### config.mk
export PLATFORM = sky130hd
export DESIGN_NAME = chip8_program_loader_flat
export DESIGN_NICKNAME = d
export VERILOG_FILES = /design/src/rtl/chip8_pkg.sv /design/src/rtl/chip8_program_loader_if.sv /design/src/rtl/chip8_loader_checksum.sv /design/src/rtl/chip8_program_loader.sv /design/src/flat_wrapper.sv
export SDC_FILE = /design/constraint.sdc
export NUM_CORES = 1
export LEC_CHECK = 0
export CAP_MARGIN = 25
export CELL_PAD_IN_SITES_DETAIL_PLACEMENT = 0
export CELL_PAD_IN_SITES_GLOBAL_PLACEMENT = 2
export CORE_MARGIN = 3
export CORE_UTILIZATION = 39
export DETAILED_ROUTE_END_ITERATION = 10
export GPL_ROUTABILITY_DRIVEN = 1
export PLACE_DENSITY_LB_ADDON = 0.1
export SLEW_MARGIN = 20
export SYNTH_ARGS = -nofsm -noshare
export SYNTH_HDL_FRONTEND = slang
export SYNTH_HIERARCHICAL = 1
export SYNTH_SLANG_ARGS = --single-unit
### constraint.sdc
create_clock -name clk -period 6.27 [get_ports clk]
set_input_delay 0.9405 -clock clk [delete_from_list [all_inputs] [get_ports clk]]
set_output_delay 0.9405 -clock clk [all_outputs]
set_load 0.03 [all_outputs]
### src/rtl/chip8_pkg.sv
// rtl/chip8_pkg.sv - shared constants and enums for the CHIP-8 program loader
package chip8_pkg;

  localparam logic [11:0] LOAD_BASE = 12'h200;
  localparam logic [11:0] MEM_TOP   = 12'hFFF;
  localparam int          BYTE_W    = 8;

  typedef enum logic [2:0] {
    ST_IDLE,
    ST_LOAD,
    ST_VERIFY,
    ST_DONE,
    ST_ERROR
  } state_t;

  typedef enum logic [1:0] {
    ERR_NONE     = 2'd0,
    ERR_OVERFLOW = 2'd1,
    ERR_TIMEOUT  = 2'd2,
    ERR_CHECKSUM = 2'd3
  } err_t;

endpackage

### src/rtl/chip8_program_loader_if.sv
// rtl/chip8_program_loader_if.sv - byte source stream plus program RAM port
interface chip8_program_loader_if #(
  parameter int ADDR_W = 12
);
  import chip8_pkg::*;

  logic              in_valid;
  logic [BYTE_W-1:0] in_data;
  logic              in_last;
  logic              in_ready;
  logic              mem_we;
  logic              mem_re;
  logic [ADDR_W-1:0] mem_addr;
  logic [BYTE_W-1:0] mem_wdata;
  logic [BYTE_W-1:0] mem_rdata;

  // master is the loader: it sinks the byte stream and drives the RAM port
  modport master (
    input  in_valid, in_data, in_last, mem_rdata,
    output in_ready, mem_we, mem_re, mem_addr, mem_wdata
  );

  modport slave (
    output in_valid, in_data, in_last, mem_rdata,
    input  in_ready, mem_we, mem_re, mem_addr, mem_wdata
  );

endinterface

### src/rtl/chip8_loader_checksum.sv
// rtl/chip8_loader_checksum.sv - 16-bit additive byte accumulator
module chip8_loader_checksum
  import chip8_pkg::*;
(
  input  logic              clk,
  input  logic              reset_n,
  input  logic              clear,
  input  logic              add,
  input  logic [BYTE_W-1:0] data,
  output logic [15:0]       value
);

  always_ff @(posedge clk or negedge reset_n) begin
    if (!reset_n) begin
      value <= '0;
    end else if (clear) begin
      value <= '0;
    end else if (add) begin
      value <= value + 16'(data);
    end
  end

endmodule

### src/rtl/chip8_program_loader.sv
// rtl/chip8_program_loader.sv - streams a program image into RAM at LOAD_BASE and verifies it
module chip8_program_loader
  import chip8_pkg::*;
#(
  parameter int                ADDR_W    = 12,
  parameter logic [ADDR_W-1:0] LOAD_BASE = chip8_pkg::LOAD_BASE,
  parameter int                MAX_BYTES = int'(MEM_TOP) - int'(LOAD_BASE) + 1,
  parameter int                TIMEOUT   = 1_000_000
) (
  input  logic                   clk,
  input  logic                   reset_n,
  input  logic                   start,
  chip8_program_loader_if.master bus,
  output logic                   cpu_hold,
  output logic                   done,
  output logic                   error,
  output logic [1:0]             err_code,
  output logic [12:0]            byte_count,
  output logic [15:0]            checksum
);

  localparam int              TW     = (TIMEOUT > 1) ? $clog2(TIMEOUT) : 1;
  localparam logic [12:0]     BC_MAX = 13'(MAX_BYTES);
  localparam logic [TW-1:0]   T_LAST = TW'(TIMEOUT - 1);

  state_t            state_q, state_nx;
  err_t              err_code_q, err_code_nx;
  logic              in_ready_q, in_ready_nx;
  logic              mem_we_q, mem_we_nx;
  logic              mem_re_q, mem_re_nx;
  logic [ADDR_W-1:0] mem_addr_q, mem_addr_nx;
  logic [7:0]        mem_wdata_q, mem_wdata_nx;
  logic              cpu_hold_q, cpu_hold_nx;
  logic              done_q, done_nx;
  logic              error_q, error_nx;
  logic [12:0]       byte_count_q, byte_count_nx;
  logic [12:0]       rd_idx_q, rd_idx_nx;
  logic [TW-1:0]     tcnt_q, tcnt_nx;
  logic              re_last_q, re_last_nx;
  logic              data_vld_q, data_last_q, chk_q;
  logic              wsum_clr, wsum_add, rsum_clr;
  logic [15:0]       wsum, rsum;

  chip8_loader_checksum u_wsum (
    .clk     (clk),
    .reset_n (reset_n),
    .clear   (wsum_clr),
    .add     (wsum_add),
    .data    (bus.in_data),
    .value   (wsum)
  );

  // read data lands one cycle after mem_re, so the read-back sum adds on the delayed strobe
  chip8_loader_checksum u_rsum (
    .clk     (clk),
    .reset_n (reset_n),
    .clear   (rsum_clr),
    .add     (data_vld_q),
    .data    (bus.mem_rdata),
    .value   (rsum)
  );

  always_ff @(posedge clk or negedge reset_n) begin
    if (!reset_n) begin
      state_q      <= ST_IDLE;
      err_code_q   <= ERR_NONE;
      in_ready_q   <= 1'b0;
      mem_we_q     <= 1'b0;
      mem_re_q     <= 1'b0;
      mem_addr_q   <= '0;
      mem_wdata_q  <= '0;
      cpu_hold_q   <= 1'b1;
      done_q       <= 1'b0;
      error_q      <= 1'b0;
      byte_count_q <= '0;
      rd_idx_q     <= '0;
      tcnt_q       <= '0;
      re_last_q    <= 1'b0;
      data_vld_q   <= 1'b0;
      data_last_q  <= 1'b0;
      chk_q        <= 1'b0;
    end else begin
      state_q      <= state_nx;
      err_code_q   <= err_code_nx;
      in_ready_q   <= in_ready_nx;
      mem_we_q     <= mem_we_nx;
      mem_re_q     <= mem_re_nx;
      mem_addr_q   <= mem_addr_nx;
      mem_wdata_q  <= mem_wdata_nx;
      cpu_hold_q   <= cpu_hold_nx;
      done_q       <= done_nx;
      error_q      <= error_nx;
      byte_count_q <= byte_count_nx;
      rd_idx_q     <= rd_idx_nx;
      tcnt_q       <= tcnt_nx;
      re_last_q    <= re_last_nx;
      data_vld_q   <= mem_re_q;
      data_last_q  <= re_last_q;
      chk_q        <= data_last_q;
    end
  end

  always_comb begin
    state_nx      = state_q;
    err_code_nx   = err_code_q;
    mem_we_nx     = 1'b0;
    mem_re_nx     = 1'b0;
    re_last_nx    = 1'b0;
    mem_addr_nx   = mem_addr_q;
    mem_wdata_nx  = mem_wdata_q;
    byte_count_nx = byte_count_q;
    rd_idx_nx     = rd_idx_q;
    tcnt_nx       = tcnt_q;
    wsum_clr      = 1'b0;
    wsum_add      = 1'b0;
    rsum_clr      = 1'b0;

    case (state_q)
      ST_IDLE, ST_DONE, ST_ERROR: begin
        if (start) begin
          state_nx      = ST_LOAD;
          err_code_nx   = ERR_NONE;
          byte_count_nx = '0;
          rd_idx_nx     = '0;
          tcnt_nx       = '0;
          wsum_clr      = 1'b1;
          rsum_clr      = 1'b1;
        end
      end

      ST_LOAD: begin
        if (bus.in_valid && in_ready_q) begin
          mem_we_nx     = 1'b1;
          mem_addr_nx   = LOAD_BASE + ADDR_W'(byte_count_q);
          mem_wdata_nx  = bus.in_data;
          byte_count_nx = byte_count_q + 13'd1;
          wsum_add      = 1'b1;
          tcnt_nx       = '0;
          // in_last on the final allowed byte is a full image, not an overflow
          if (bus.in_last) begin
            state_nx = ST_VERIFY;
          end else if (byte_count_q == BC_MAX - 13'd1) begin
            state_nx    = ST_ERROR;
            err_code_nx = ERR_OVERFLOW;
          end
        end else if (tcnt_q == T_LAST) begin
          state_nx    = ST_ERROR;
          err_code_nx = ERR_TIMEOUT;
        end else begin
          tcnt_nx = tcnt_q + TW'(1);
        end
      end

      ST_VERIFY: begin
        // the registered strobe keeps the first read one cycle behind the last write
        if (rd_idx_q < byte_count_q) begin
          mem_re_nx   = 1'b1;
          re_last_nx  = (rd_idx_q == byte_count_q - 13'd1);
          mem_addr_nx = LOAD_BASE + ADDR_W'(rd_idx_q);
          rd_idx_nx   = rd_idx_q + 13'd1;
        end
        if (chk_q) begin
          if (rsum == wsum) begin
            state_nx = ST_DONE;
          end else begin
            state_nx    = ST_ERROR;
            err_code_nx = ERR_CHECKSUM;
          end
        end
      end

      default: state_nx = ST_IDLE;
    endcase

    in_ready_nx = (state_nx == ST_LOAD) && (byte_count_nx < BC_MAX);
    done_nx     = (state_nx == ST_DONE);
    cpu_hold_nx = (state_nx != ST_DONE);
    error_nx    = (state_nx == ST_ERROR);
  end

  assign bus.in_ready  = in_ready_q;
  assign bus.mem_we    = mem_we_q;
  assign bus.mem_re    = mem_re_q;
  assign bus.mem_addr  = mem_addr_q;
  assign bus.mem_wdata = mem_wdata_q;
  assign cpu_hold      = cpu_hold_q;
  assign done          = done_q;
  assign error         = error_q;
  assign err_code      = err_code_q;
  assign byte_count    = byte_count_q;
  assign checksum      = wsum;

endmodule

### src/flat_wrapper.sv
// flat-port wrapper written by rule: the top's interface ports become plain ports
module chip8_program_loader_flat import chip8_pkg::*;
#(
  parameter int                ADDR_W    = 12,
  parameter logic [ADDR_W-1:0] LOAD_BASE = chip8_pkg::LOAD_BASE,
  parameter int                MAX_BYTES = int'(MEM_TOP) - int'(LOAD_BASE) + 1,
  parameter int                TIMEOUT   = 1_000_000
)
  (clk, reset_n, start, cpu_hold, done, error, err_code, byte_count, checksum, bus_in_valid, bus_in_data, bus_in_last, bus_mem_rdata, bus_in_ready, bus_mem_we, bus_mem_re, bus_mem_addr, bus_mem_wdata);
  chip8_program_loader_if #(.ADDR_W(ADDR_W)) bus_i ();
  input  logic clk;
  input  logic reset_n;
  input  logic start;
  output logic cpu_hold;
  output logic done;
  output logic error;
  output logic [1:0] err_code;
  output logic [12:0] byte_count;
  output logic [15:0] checksum;
  input wire logic [$bits(bus_i.in_valid)-1:0] bus_in_valid;
  input wire logic [$bits(bus_i.in_data)-1:0] bus_in_data;
  input wire logic [$bits(bus_i.in_last)-1:0] bus_in_last;
  input wire logic [$bits(bus_i.mem_rdata)-1:0] bus_mem_rdata;
  output wire logic [$bits(bus_i.in_ready)-1:0] bus_in_ready;
  output wire logic [$bits(bus_i.mem_we)-1:0] bus_mem_we;
  output wire logic [$bits(bus_i.mem_re)-1:0] bus_mem_re;
  output wire logic [$bits(bus_i.mem_addr)-1:0] bus_mem_addr;
  output wire logic [$bits(bus_i.mem_wdata)-1:0] bus_mem_wdata;
  assign bus_i.in_valid = bus_in_valid;
  assign bus_i.in_data = bus_in_data;
  assign bus_i.in_last = bus_in_last;
  assign bus_i.mem_rdata = bus_mem_rdata;
  assign bus_in_ready = bus_i.in_ready;
  assign bus_mem_we = bus_i.mem_we;
  assign bus_mem_re = bus_i.mem_re;
  assign bus_mem_addr = bus_i.mem_addr;
  assign bus_mem_wdata = bus_i.mem_wdata;
  chip8_program_loader #(.ADDR_W(ADDR_W), .LOAD_BASE(LOAD_BASE), .MAX_BYTES(MAX_BYTES), .TIMEOUT(TIMEOUT)) u_core (.clk(clk), .reset_n(reset_n), .start(start), .bus(bus_i), .cpu_hold(cpu_hold), .done(done), .error(error), .err_code(err_code), .byte_count(byte_count), .checksum(checksum));
endmodule
# Word-level counts from Yosys, hierarchy flattened
# Cells that the tools add are included.
# op_classes
n_eq_ne	21
order_cmp	2
div	0
mul	0
shift	0
n_mux	41
reduce_logical	15
bitwise	0
add_sub_neg	8
# op_table
operator	count
$mux W16	4
$mux W20	3
$mux W13	4
$pmux W13 S2	2
$pmux W20 S2	1
$add A16 B8 Y16	2
$add A13 B1 Y13 const B	2
$add A10 B12 Y12 const A	2
$mux W12	2
$pmux W12 S2	1
$mux W3	7
$add A20 B1 Y20 const B	1
$eq A20 B20 Y1 const B	1
$eq A16 B16 Y1	1
$mux W2	7
$eq A13 B12 Y1 const B	1
$eq A13 B13 Y1	1
$lt A13 B12 Y1 const B	1
$lt A13 B13 Y1	1
$sub A13 B1 Y13 const B	1
$reduce_bool A2 Y1	5
$eq A3 B2 Y1 const B	3
$pmux W3 S3	1
$reduce_and A3 Y1	3
15 further kinds	30
# totals
elab_cells	106
output_inout_bits	57
n_memories	0
mem_bits_rw	0
romBits	0
regBits	113
latchBits	0

# Longest topological paths before layout
# Gate-level depths: netlist (run 1).
# depth
ltp_word	7
ltp_mapped	13
depth_no_buf	8

# Cells and area by module
# The synthesis (run 1) kept the hierarchy.
# by_module_without_submodules
mod	instances	cells_each	area_each_um2
chip8_program_loader	1	520	5027.3
chip8_loader_checksum	2	131	1181.1

# Least setup slack after synthesis (run 1)
# No wires, ideal clock.
# synth_path
path_type	input-to-reg
start	input start
end	register u_core.u_wsum.value[13]
path_buffers	4
path_slack_ps	3396
path_stages	12
arrival_time_ps	2733
setup_ps	141
cell_sequence	nand2b_4 -> o22ai_2 -> buf_4 -> and2_1 -> buf_2 -> buf_2 -> clkbuf_1 -> inv_1 -> nand2_1 -> nor2_1 -> a311oi_1 -> o311ai_1
# synth_via
elab_chain_cells	3
# synth_rtl
item	line	text
from (decl)	flat_wrapper.sv:13	input logic start;
$mux W1 * (2 in a row)	--	
named net u_core.rsum_clr	chip8_program_loader.sv:41	logic wsum_clr, wsum_add, rsum_clr;
$mux W16 or $reduce_bool A2 Y1 (tied branches)	--	
to (signal assigned)	chip8_loader_checksum.sv:19	value <= value + 16'(data);
to (decl)	chip8_loader_checksum.sv:10	output logic [15:0] value
# Mark *: on every way through the listed nets, which the timed path passes. The rest lies on a longest branch.
# A chain may end at the register's enable or synchronous reset.

# Worst setup path in the final report (run 1)
# layout_path
start	input start
end	register u_core.u_rsum.value[13]
# layout_via
elab_chain_cells	3
# layout_rtl
item	line	text
$mux W1 *	chip8_program_loader.sv:120	if (start) begin
$mux W1 *	chip8_program_loader.sv:118	case (state_q)
$mux W16 or $reduce_bool A2 Y1 (tied branches)	--	
to (signal assigned)	chip8_loader_checksum.sv:19	
to (decl)	chip8_loader_checksum.sv:10	
# Mark *: on every way between the ends. The rest lies on a longest branch, timed or not.

==> flow_summary.yaml, run 1 <==
run_status:
  status: "completed"
die:
  die_x_um: 143.7
  rows: 49
  pin_count: 78
  coreArea_um2: 18270
  design.die.area_um2: 20640
  die_h_um: 143.7
  start_util_pct: 40.45
global_routing:
  antenna_found_initial: 0
  grt_usage_pct: 19.93
  grt.overflow.total: 0
  grt_max_degree: 64
  grt_first_pass_wirelength_mm: 32.44
  grt_pass1_vias: 6086
clocking:
  root_buffer: "clkbuf_16"
  cts_buffer_depth: 2
  cts_tree: "done"
  cts-resized-gates: 0
  clk_pin_slew_ns: 0.06
  htreeDepth: 4
  clkSinkCount: 113
  cts_buffers: 17
  clk_latency_ns: 0.41
  cts_hold_buf: 0
  cts_setup_buffers: 0
placed_design:
  io_buffer_count: 77
  dp_hpwl_mm: 14.27
  place_congestion: 0.8741
critical_path:
  rrSetupSlack_ns: 3.12
  crit_fanout: 43
  timing.rr.start: "u_core/state_q[1]"
  reg2reg_depth: 8
  arrival_ns: 3.93
  path_class: "primary input to flop"
  cp-end-kind: "flop"
  crit_end: "u_core/u_rsum/value[13]"
  worst_r2r_endpoint: "u_core/u_rsum/value[13]"
  critical_path_required_ns: 6.55
  cp-startpoint: "start"
  cp-start-kind: "primary input"
timing:
  finClkSkew_ns: 0.006281
  final_hold_viol_count: 0
  period_share_pct: 58.22
  setup-violations-final: 0
  tns_ns: 0
  worst_hold_slack_ns: 0.3645
  timing.fmax_ghz: 0.2740
  grt_setup_unrepaired: "false"
  fin_crit_ns: 3.650
  tightest_slew_ns: 0.9885
  relSlewSlack_pct: 33.70
  slew_violations: 0
final_layout:
  antenna_cells: 0
  num-fill-cells: 1719
  syn2layout_area_growth_pct: 20.44
  drive_gt1_share_pct: 10.32
  final_nets: 906
  register_area_um2: 2829
  multi_input_area_um2: 4263
min_path:
  min_path_type: "flop to flop"
power:
  vdd_drop_max_uv: 224.0
  power.density_nw_per_um2: 403.1
  power.leakage_nw: 3.757
drt:
  wl_met3_um: 785
  routed-wl-met2_mm: 9.092
  routed.top_layer: "met4"
  route.detailed.drc: 0
  drtIter0Drc: 300
  antenna_left: 0
  vias: 6135
  wl_per_cell_um: 18.21
  drt-vias-per-instance: 5.623
  m1WireLength_mm: 9.672
  routed_wl_mm: 19.87
  first_pass_iters: 5
logic_synthesis:
  ys_seq_area_share_pct: 38.28
  ys_ff_latch: 113
  synth_flop_cell: "dfrtp_1"
  synth_cell_types: 83
  postSynthAreaPerCell_um2: 9.450
  async_flop_share_pct: 100.0
  syn_nets: 839
  syn_area_um2: 7390
  synth-edff-count: 0
  yosysWarnings: 6
  synthCells: 782
job:
  max_cap_violations: 0
==> placed cells by master (no fill, tap or decap), drive strengths merged, types with 12 or more instances in the layout <==
cell             n
inv             30
nand3           35
dfrtp          112
nor3            22
ha              34
o211ai          13
mux2            24
nor2            69
clkbuf          22
nor4            14
or3             14
xnor2           39
nor2b           15
xor2            20
nand2           57
mux2i           12
nand4           19
a21oi           48
clkdlybuf4s50   76
o21ai           42
==> registers in the layout, summed over array words and instances (netlist names) <==
signal and count:
u_core/rd_idx_q 13, u_core/bus.mem_wdata 8, u_core/tcnt_q 20, u_core/byte_count 13, u_core/data_last_q 1, u_core/chk_q 1, u_core/err_code 2, u_core/done 1
u_core/u_rsum/value 16, u_core/bus.in_ready 1, u_core/bus.mem_re 1, u_core/re_last_q 1, u_core/cpu_hold 1, u_core/bus.mem_addr 12, u_core/error 1, u_core/bus.mem_we 1
u_core/state_q 3, u_core/data_vld_q 1, u_core/u_wsum/value 16
==> how the worst min path moves through the flow <==
stage                              end  cells after the start                from  slack, ns
floorplan                 u_core/chk_q                      0  u_core/data_last_q       0.33
global placement    u_core/data_last_q                      0    u_core/re_last_q       0.34
detailed placement  u_core/data_last_q                      0    u_core/re_last_q       0.34
CTS                 u_core/data_last_q                      0    u_core/re_last_q       0.37
global route        u_core/data_last_q                      0    u_core/re_last_q       0.39
finish              u_core/data_last_q                      0    u_core/re_last_q       0.36
==> critical path: stages <==
cell and delay, ns:
clkdlybuf4s50_1 0.60, nand2b_4 0.10, o22ai_2 0.58, and2_2 0.84, inv_1 0.29, nand2_1 0.13
nor2_1 0.05, a311oi_1 0.23, o311ai_1 0.13
==> layout make-up <==
class,count,area share (%)
clock buffers,22,5.328
clock inverters,10,1.490
inverters,31,1.307
multi-input cells,605,47.90
flip-flops and latches,113,31.79
well taps,229,3.219
repair buffers,81,8.969
==> power breakdown <==
group | internal, mW | switching (mW) | leakage, nW
clock network | 0.653 | 0.342 | 0.292
logic | 0.609 | 0.963 | 1.94
registers | 0.858 | 0.163 | 1.53
total | 2.12 | 1.47 | 3.76
==> synthesized netlist by cell type, drive strengths merged, types with 21 or more instances <==
| cell type | number | area, um2 |
|---|---|---|
| mux2 | 24 | 304.0 |
| buf | 21 | 137.6 |
| ha | 34 | 425.4 |
| nor3 | 22 | 120.1 |
| nand2 | 57 | 221.5 |
| xnor2 | 39 | 341.6 |
| a21oi | 48 | 244.0 |
| o21ai | 42 | 210.2 |
| inv | 30 | 112.6 |
| nor2 | 69 | 259.0 |
| nand3 | 35 | 195.2 |
| dfrtp | 112 | 2803 |
==> metrics by stage <==
stage               util [%]  cells  area (um2)  setup slack [ns]  total power [mW]
global route           48.71   1091        8900             2.420             3.823
CTS                    48.71   1091        8900             2.660             3.629
detailed placement     45.39   1059        8293             2.243             2.610
floorplan                  -    782        7390             3.396             2.119
finish                 48.71   1091        8900             2.620             3.588
global placement       45.39   1059        8293             2.328             2.576
==> logic make-up (layout without fill, tap and decap cells) <==
logic type      after synthesis  count (layout)  share of synthesized area, %
buf+inv                      64             144                         4.081
simple gates                301             301                         22.72
xor+xnor                     59              59                         6.993
mux                          36              36                         5.740
flops                       113             113                         38.28
fa+ha+maj                    36              36                         6.299
compound gates              173             173                         15.88
==> routing by layer <==
layer  global-route usage (%)  up-vias
li1                         -     2996
met3                    4.193       19
met4                    7.037        0
met1                    27.75     3008
met2                    30.84      112
met5                        0        -
Note: power is estimated with default switching activity, not from simulation.
==> run 2: changes to the inputs <==
- CORE_UTILIZATION: 39 -> 33
- clock period: 6.27 -> 3.3 ns (I/O delays scaled with it)
==> flow_summary.yaml, run 2 (synthesized netlist as in run 1, its figures left out) <==
power:
  totalPowerFinal_mw: 7.163
  p_switching_mw: 2.889
  swShare_pct: 40.34
  vdd_drop_max_uv: 334.6
  p_int_mw: 4.274
  power.leakage_nw: 3.880
  clkPwrFrac_pct: 29.1
  comb_power_share_pct: 43.7
  seq_power_share_pct: 27.2
  power.density_nw_per_um2: 781.2
timing:
  finClkSkew_ns: 0.01277
  timing.fmax_ghz: 0.3695
  period_share_pct: 82.00
  worst_hold_slack_ns: 0.006739
  setup-violations-final: 0
  slew_violations: 0
  final_hold_viol_count: 0
  fin_crit_ns: 2.706
  relSlewSlack_pct: 48.45
  grt_setup_unrepaired: "false"
  tightest_slew_ns: 0.7733
  tns_ns: 0
critical_path:
  slowest_delay_ns: 0.50
  worst_r2r_endpoint: "u_core/rd_idx_q[11]"
  cp-start-kind: "flop"
  timing.rr.start: "u_core/byte_count[1]"
  critical_path_required_ns: 3.64
  crit_chain: "inv_1, ha_1, nor2b_1, o2111ai_1, a2111oi_2, o21a_1, buf_4, or4_1, a21oi_1"
  crit_slowest_cell: "or4_1"
  cp-end-kind: "flop"
  path_buf_inv: 2
  arrival_ns: 3.04
  crit_family: "compound AO/OA/AOI/OAI gates"
  reg2reg_depth: 9
  crit_fanout: 14
  rrSetupSlack_ns: 0.59
  worst-path-stages: 9
  path_class: "flop to flop"
global_routing:
  grt_pass1_vias: 6194
  grt.overflow.total: 0
  grt_first_pass_wirelength_mm: 34.27
  antenna_found_initial: 0
  grt_max_degree: 86
  grt_usage_pct: 17.87
placed_design:
  place_congestion: 0.8128
  dp_hpwl_mm: 15.60
  place_inst: 1129
  io_buffer_count: 77
clocking:
  root_buffer: "clkbuf_16"
  cts-resized-gates: 0
  clkSinkCount: 113
  cts_hold_buf: 0
  cts_setup_buffers: 0
  cts_tree: "done"
  cts_buffers: 17
  htreeDepth: 4
  cts_buffer_depth: 2
  clk_latency_ns: 0.42
  clk_pin_slew_ns: 0.06
drt:
  wl_per_cell_um: 18.19
  drt-vias-per-instance: 5.382
  routed_wl_mm: 21.12
  vias: 6248
  route.detailed.drc: 0
  drtIter0Drc: 301
  antenna_left: 0
  first_pass_iters: 4
final_layout:
  fin_cells: 1161
  finish.utilization_pct: 41.88
  reg_top3: "u_core/tcnt_q (20), u_core/u_rsum/value (16), u_core/u_wsum/value (16)"
  final_common_cell: "dfrtp_1"
  largest_reg_flops: 20
  largest_register: "u_core/tcnt_q"
  antenna_cells: 0
  layout.cells.most_common_list: "dfrtp_1 (112), clkdlybuf4s50_1 (76), nor2_1 (68), nand2_1 (56), a21oi_1 (47)"
  syn2layout_area_growth_pct: 24.08
  final_nets: 925
  drive_gt1_share_pct: 12.15
job:
  max_cap_violations: 0
die:
  rows: 54
  pin_count: 78
  coreArea_um2: 21890
  design.die.area_um2: 24220
  start_util_pct: 33.76
  die_h_um: 155.6
  die_x_um: 155.6
min_path:
  min_path_type: "primary input to asynchronous set/reset pin"
run_status:
  status: "completed"
[run 2: cell types whose count changed in the layout (fill, tap and decap cells not counted), sizes merged]
cell | before | now
clkbuf | 22 | 23
clkinvlp | 3 | 2
bufinv | 3 | 5
buf | 5 | 24
clkinv | 5 | 3
[run 2: worst reg2reg max path, stage by stage, from the launching register on]
cell	delay, ns
dfrtp_1	0.46
inv_1	0.15
ha_1	0.30
nor2b_1	0.13
o2111ai_1	0.23
a2111oi_2	0.14
o21a_1	0.32
buf_4	0.22
or4_1	0.50
a21oi_1	0.16
[run 2: area by class of cell]
cell class / count / area [um2]
fillers: 2171 / 12720
multi-input cells: 605 / 4263
flip-flops and latches: 113 / 2829
repair buffers: 100 / 953.4
clock buffers: 23 / 478.0
well taps: 280 / 350.3
clock inverters: 9 / 178.9
inverters: 31 / 116.4
[run 2: per-layer routing]
layer | up-vias | share of wire (%) | GRT usage [%]
met2 | 113 | 45 | 27.38
met3 | 19 | 4.2 | 4.244
met1 | 3087 | 49 | 25.23
li1 | 3029 | - | -
met5 | - | 0 | 0
met4 | 0 | 1.3 | 5.211
[run 2: how the worst max path moves through the flow]
stage               slack (ns)                 endpoint                   from
floorplan                 0.69  u_core/bus.mem_addr[10]   u_core/byte_count[4]
global placement          0.48  u_core/u_wsum/value[10]           bus_in_valid
detailed placement        0.47  u_core/u_wsum/value[10]           bus_in_valid
CTS                       0.57      u_core/rd_idx_q[11]   u_core/byte_count[6]
finish                    0.59      u_core/rd_idx_q[11]   u_core/byte_count[1]
global route              0.39       u_core/rd_idx_q[7]  u_core/byte_count[11]
[run 2: metrics by stage]
| step | instance area (um2) | setup slack, ns |
|---|---|---|
| after floorplan | 7390 | 0.6867 |
| after global placement | 8512 | 0.4798 |
| after detailed placement | 8512 | 0.4708 |
| after CTS | 9169 | 0.5738 |
| after global routing | 9169 | 0.3914 |
| final | 9169 | 0.5939 |
[run 2: power groups by stage]
stage / combinational (mW) / clock, mW / sequential [mW]
floorplan: 1.86 / 0 / 2.16
global placement: 3.11 / 0 / 1.96
detailed placement: 3.13 / 0 / 1.97
CTS: 3.15 / 2.13 / 1.95
global route: 3.43 / 2.19 / 1.99
finish: 3.13 / 2.08 / 1.95
==> run 3: changes to the inputs <==
- CORE_UTILIZATION: 33 -> 36
- clock period: 3.3 -> 2.8 ns (I/O delays scaled with it)
==> flow_summary.yaml, run 3 (synthesized netlist as in run 1, its figures left out) <==
clocking:
  clkSinkCount: 113
  cts_buffer_depth: 2
  htreeDepth: 4
  clk_latency_ns: 0.41
  cts_buffers: 17
  cts-resized-gates: 0
  cts_hold_buf: 0
  cts_setup_buffers: 0
  clk_pin_slew_ns: 0.06
  cts_tree: "done"
  root_buffer: "clkbuf_16"
die:
  start_util_pct: 37.36
  die_x_um: 149.3
  design.die.area_um2: 22280
  rows: 51
  pin_count: 78
  coreArea_um2: 19780
  die_h_um: 149.3
drt:
  first_pass_iters: 5
  route.detailed.drc: 0
  routed_wl_mm: 20.75
  antenna_left: 0
  drtIter0Drc: 420
  drt-vias-per-instance: 5.374
  wl_per_cell_um: 17.81
  vias: 6261
timing:
  fin_crit_ns: 2.504
  finClkSkew_ns: 0.005748
  relSlewSlack_pct: 48.02
  tightest_slew_ns: 0.7797
  setup-violations-final: 0
  slew_violations: 0
  tns_ns: 0
  timing.fmax_ghz: 0.3994
  period_share_pct: 89.43
  worst_hold_slack_ns: 0.03545
  grt_setup_unrepaired: "false"
  final_hold_viol_count: 0
power:
  power.leakage_nw: 4.000
  vdd_drop_max_uv: 446.7
  totalPowerFinal_mw: 8.546
  power.density_nw_per_um2: 915.6
critical_path:
  slowest_delay_ns: 0.44
  crit_family: "simple AND/OR/NAND/NOR gates"
  cp-start-kind: "flop"
  crit_chain: "ha_1, nor2b_1, o2111ai_1, a2111oi_2, nor3_2, or2_4, mux2_2"
  cp-end-kind: "flop"
  cp-startpoint: "u_core/rd_idx_q[1]"
  path_buf_inv: 0
  path_class: "flop to flop"
  crit_fanout: 12
  timing.rr.start: "u_core/rd_idx_q[1]"
  crit_slowest_cell: "dfrtp_1"
  critical_path_required_ns: 3.09
  arrival_ns: 2.79
final_layout:
  layout.cells.most_common_list: "dfrtp_1 (112), clkdlybuf4s50_1 (76), nor2_1 (68), nand2_1 (56), a21oi_1 (47)"
  antenna_cells: 0
  drive_gt1_share_pct: 14.44
  reg_top3: "u_core/tcnt_q (20), u_core/u_rsum/value (16), u_core/u_wsum/value (16)"
  multi_input_area_um2: 4264
  num-fill-cells: 1883
  syn2layout_area_growth_pct: 26.31
  largest_reg_flops: 20
  final_nets: 944
  register_area_um2: 2829
  largest_register: "u_core/tcnt_q"
  final_common_cell: "dfrtp_1"
global_routing:
  antenna_found_initial: 1
  grt_max_degree: 43
  grt.overflow.total: 0
  grt_usage_pct: 19.54
  grt_pass1_vias: 6432
  grt_first_pass_wirelength_mm: 34.43
placed_design:
  dp_hpwl_mm: 15.40
  io_buffer_count: 77
  place_congestion: 0.8661
run_status:
  status: "completed"
min_path:
  min_path_type: "primary input to asynchronous set/reset pin"
job:
  max_cap_violations: 0
run 3: worst paths after layout:
kind | depth (start not counted) | slack (ns) | endpoint
setup / recovery | 7 | 0.30 | u_core/bus.mem_addr[0]
hold / removal | 1 | 0.04 | u_core/u_rsum/value[4]
setup reg to reg | 7 | 0.30 | u_core/bus.mem_addr[0]
hold reg to reg | 0 | 0.35 | u_core/data_last_q
max in group asynchronous | 2 | 2.06 | u_core/cpu_hold
min in group clk | 0 | 0.35 | u_core/data_last_q
run 3: routing by layer:
| metal | up-vias | part of all wire (%) | track usage (%) | wire length, um |
|---|---|---|---|---|
| li1 | 3067 | - | - | - |
| met1 | 3024 | 49 | 27.04 | 10130 |
| met2 | 154 | 46 | 30.41 | 9478 |
| met3 | 14 | 4.4 | 4.892 | 921 |
| met4 | 2 | 1.0 | 5.629 | 217 |
| met5 | - | 0.039 | 0 | 8 |
run 3: worst register-to-register path, cell delays in order, from the launching register on:
cell,delay [ns]
dfrtp_1,0.44
ha_1,0.29
nor2b_1,0.13
o2111ai_1,0.27
a2111oi_2,0.14
nor3_2,0.40
or2_4,0.35
mux2_2,0.36
run 3: report_power, final:
| group | internal [mW] | switching (mW) | total, mW |
|---|---|---|---|
| logic | 1.52 | 2.26 | 3.77 |
| registers | 1.92 | 0.344 | 2.26 |
| clock network | 1.72 | 0.792 | 2.51 |
run 3: cell type report:
class	count	area share, %
clock buffer	19	4.853
clock inverter	13	2.480
inverter	31	1.247
multi-input combinational	605	45.68
sequential	113	30.31
tap	265	3.552
timing repair buffer	119	11.88
run 3: stage by stage:
step                std cells  util (%)  setup WS [ns]  cell area [um2]
global route             1165     47.19        0.08205             9334
finish                   1165     47.19         0.2961             9334
CTS                      1165     47.18         0.2278             9333
floorplan                 782         -         0.1867             7390
detailed placement       1133     43.72        0.06370             8648
global placement         1133     43.72         0.1399             8648
